==> config.mk <==
export PLATFORM = sky130hd
export DESIGN_NAME = serial_deserializer
export DESIGN_NICKNAME = d
export VERILOG_FILES = /design/src/rtl/serial_deserializer.sv
export SDC_FILE = /design/constraint.sdc
export NUM_CORES = 1
export LEC_CHECK = 0
export ABC_AREA = 1
export CORE_AREA = 2 2 39 41
export CTS_BUF_LIST = sky130_fd_sc_hd__clkbuf_16
export DETAILED_ROUTE_END_ITERATION = 6
export DIE_AREA = 0 0 41 43
export MAX_ROUTING_LAYER = met4
export SYNTH_ARGS = -nofsm -noshare
export SYNTH_HDL_FRONTEND = slang
export SYNTH_SLANG_ARGS = --single-unit
export TNS_END_PERCENT = 1
==> constraint.sdc <==
create_clock -name clk -period 1.8 [get_ports clk]
set_input_delay 0.36 -clock clk [delete_from_list [all_inputs] [get_ports clk]]
set_output_delay 0.36 -clock clk [all_outputs]
set_load 0.05 [all_outputs]
==> src/rtl/serial_deserializer.sv <==
// Serial-to-parallel converter: block words or a sliding window of the last WIDTH bits,
// with configurable bit order and explicit word-alignment sync.
module serial_deserializer #(
  parameter int unsigned WIDTH     = 3,
  parameter bit          MSB_FIRST = 1'b1,
  parameter bit          SLIDING   = 1'b0,
  localparam int unsigned CW       = (WIDTH > 1) ? $clog2(WIDTH) : 1
) (
  input  logic             clk,
  input  logic             rst_n,
  input  logic             in_valid,
  input  logic             in,
  input  logic             sync,
  output logic [WIDTH-1:0] out,
  output logic             out_valid,
  output logic [CW-1:0]    bit_cnt,
  output logic             sync_err
);

  localparam logic [CW-1:0] LastPos = CW'(WIDTH - 1);

  logic [WIDTH-1:0] sr_q, sr_d, base, shifted;
  logic [WIDTH-1:0] out_q, out_d;
  logic             valid_q, valid_d;
  logic [CW-1:0]    cnt_q, cnt_d, pos;
  logic             err_q, err_d;
  logic             primed_q, primed_d, primed_cur;

  // A sync bit starts a fresh word, so it shifts into an already-cleared register.
  assign base = sync ? '0 : sr_q;

  if (WIDTH == 1) begin : g_w1
    assign shifted = in;
  end else if (MSB_FIRST) begin : g_msb
    assign shifted = {base[WIDTH-2:0], in};
  end else begin : g_lsb
    assign shifted = {in, base[WIDTH-1:1]};
  end

  always_comb begin
    sr_d       = sr_q;
    out_d      = out_q;
    valid_d    = 1'b0;
    cnt_d      = cnt_q;
    primed_d   = primed_q;
    err_d      = sync && (cnt_q != '0) && (!SLIDING || !primed_q);
    pos        = sync ? '0 : cnt_q;
    primed_cur = sync ? 1'b0 : primed_q;

    if (sync) begin
      sr_d     = '0;
      cnt_d    = '0;
      primed_d = 1'b0;
    end

    if (in_valid) begin
      sr_d = shifted;
      if (!SLIDING) begin
        if (pos == LastPos) begin
          out_d   = shifted;
          valid_d = 1'b1;
          cnt_d   = '0;
        end else begin
          cnt_d = pos + 1'b1;
        end
      end else begin
        // Count saturates at the last position; from then on every bit yields a window.
        if (pos == LastPos) begin
          primed_d = 1'b1;
          cnt_d    = pos;
        end else begin
          cnt_d = pos + 1'b1;
        end
        if (primed_cur || (pos == LastPos)) begin
          out_d   = shifted;
          valid_d = 1'b1;
        end
      end
    end
  end

  always_ff @(posedge clk or negedge rst_n) begin
    if (!rst_n) begin
      sr_q     <= '0;
      out_q    <= '0;
      valid_q  <= 1'b0;
      cnt_q    <= '0;
      err_q    <= 1'b0;
      primed_q <= 1'b0;
    end else begin
      sr_q     <= sr_d;
      out_q    <= out_d;
      valid_q  <= valid_d;
      cnt_q    <= cnt_d;
      err_q    <= err_d;
      primed_q <= primed_d;
    end
  end

  assign out       = out_q;
  assign out_valid = valid_q;
  assign bit_cnt   = cnt_q;
  assign sync_err  = err_q;

endmodule

==> results by group <==
Setup path
  • Crit Path Category: flop to output port
  • Data required, critical path: 1.44 ns
  • Crit start category: flop
  • Max stage delay on crit path: 0.79 ns
  • Buffer and inverter count on the worst path: 1
  • CP delay by family, top: buffers and inverters
  • WP data arrival: 1.33 ns
  • Worst path slowest cell: clkdlybuf4s50_1
  • Crit-path max FO: 1
  • Worst setup EP type: output port
  • Critical-path cell list: clkdlybuf4s50_1

Clock network
  • Clock buffer depth: 2
  • Worst-path clk slew: 0.04 ns
  • Cts repair resizes: 0
  • CTS HTree Levels: 1
  • Number of hold buffers added after cts: 0
  • Clock sink count: 9
  • CTS root buf: clkbuf_16
  • CTS Buf Count: 3
  • Worst skew pair latency: 0.23 ns
  • Post-CTS setup buffer count: 0
  • CTS tree: built

Floorplan
  • Die footprint: 0.00176 mm²
  • Core outline area: 0.00138 mm²
  • Chip width: 41 µm
  • Initial Utilization: 27.5%
  • Die H: 43 µm
  • Num rows: 14
  • IO Count: 12

GRT
  • Antenna violations before repair: 0
  • Vias in the first global route: 296
  • Total gr overflow: 0
  • Global-route wire length before repair: 1260 µm
  • Largest net degree at the start of global routing: 10
  • GRT Total Usage: 11.7%

Final layout
  • Core Util, Final: 41.5%
  • Layout Cells excl Fill: 71
  • Most common library cell in the layout ignoring fill and taps: nand2_1
  • Antenna cells: 0
  • Final Instance Area: 574 µm²
  • Share of post-route cells with drive strength above 1: 25.5%
  • Most frequent cells in the layout: nand2_1 (12), dfrtp_1 (9), nand3_1 (7)
  • Area growth syn-to-layout: 51.0%
  • Nets: 61

Run status
  • Status: complete, no violations

Drt
  • DRT iter0 DRCs: 4
  • Via density per instance: 4.20
  • Total wire length: 720 µm
  • Drt drc: 0
  • Drt wl/cell: 10.1 µm
  • Vias: 298
  • Routed Antenna Nets: 0
  • TritonRoute pass-1 iters: 4

Power
  • Power Density: 1380 mW/mm²
  • Leakage power: 0.301 nW
  • Maximum vdd ir drop: 0.000485 V

STA
  • Final period util: 93.8%
  • Worst-margin pin slew: 0.485 ns
  • Final setup viols: 0
  • Achievable Freq: 0.592 GHz
  • Setup_tns: 0 ns
  • Setup WS post-layout: 0.112 ns
  • Slew headroom: 67.6%
  • Final Hold Viols: 0
  • Clk_skew: 0.00167 ns
  • RSZ-0062 raised after global routing: no
  • Final Max Tran Viols: 0
  • Fin crit period: 1.69 ns

Logic synthesis
  • Cell Area, Synth: 380 µm²
  • Mean Syn Cell Area: 9.51 µm²
  • Ys Warns: 0
  • Syn Nets: 45
  • Yosys reg bits: 9
  • Synth cell types: 10
  • Post-Synthesis Cells: 40
  • Seq/Total Area, Yosys: 59.2%

Placement
  • DP HPWL: 525 µm
  • Port buffer count: 11
  • Inst Count DP: 67
  • Placer Congestion: 0.793
  • DP Worst Slack: 0.341 ns
  • Placed cell area: 495 µm²

Job
  • Max-Cap Viols: 0

Hold path
  • Worst hold path type: input port to async pin
## sequential cells by signal, summed over array words and instances, names as in the netlist
signal     count
out            3
bit_cnt        2
sr_q           2
out_valid      1
sync_err       1
## area by class of cell
class,count,area (µm²)
Clock buffer,3,75.1
Sequential cell,9,225
Multi-Input combinational cell,27,140
Tap cell,16,20.0
Inverter,4,15.0
Clock inverter,1,3.75
Timing Repair Buffer,11,95.1
Fill cell,142,810
## cells by family after synthesis
family | count (synthesis) | share of synthesized area [%]
flops | 9 | 59.2
compound gates | 3 | 3.95
buf+inv | 4 | 3.95
simple gates | 24 | 32.9
## cell usage after synthesis
cell type / instances / area [µm²]
dfrtp_1: 9 / 225
inv_1: 2 / 7.51
inv_2: 2 / 7.51
nand2_1: 12 / 45.0
nand2_2: 1 / 6.26
nand3_1: 7 / 35.0
nor2_1: 2 / 7.51
nor2_4: 1 / 11.3
nor2_8: 1 / 20.0
o21ai_0: 3 / 15.0
## layer usage
| layer | vias up | part of all wire, % | global-route usage [%] |
|---|---|---|---|
| met5 | - | 0 | - |
| met1 | 133 | 45 | 14.1 |
| met3 | 0 | 6.1 | 4.71 |
| met2 | 8 | 49 | 14.4 |
| met4 | 0 | 0 | 10.0 |
| li1 | 157 | - | - |
## path summary, 6_finish.rpt
path	cells after the start	start	end	slack (ns)
setup / recovery	1	out_valid	out_valid	0.11
hold / removal	1	rst_n	out_valid	0.42
setup reg to reg	5	bit_cnt[1]	out[0]	0.87
hold reg to reg	2	out[2]	out[2]	0.48
max in group asynchronous	1	rst_n	sr_q[1]	1.09
min in group clk	2	out[2]	out[2]	0.48
## where the power goes
part           switching (W)  total [W]  internal, W
Combinational       0.000114   0.000163    0.0000488
Sequential         0.0000168   0.000244     0.000227
Clock              0.0000934   0.000383     0.000290
Total               0.000224   0.000790     0.000566
## through the flow
step,hold WS [ns],power (W)
after detailed placement,0.467,0.000411
final,0.423,0.000790
after floorplan,0.0644,0.000352
after global placement,0.468,0.000410
after CTS,0.445,0.000806
after global routing,0.463,0.000834
Power figures use the tool's default switching activity.
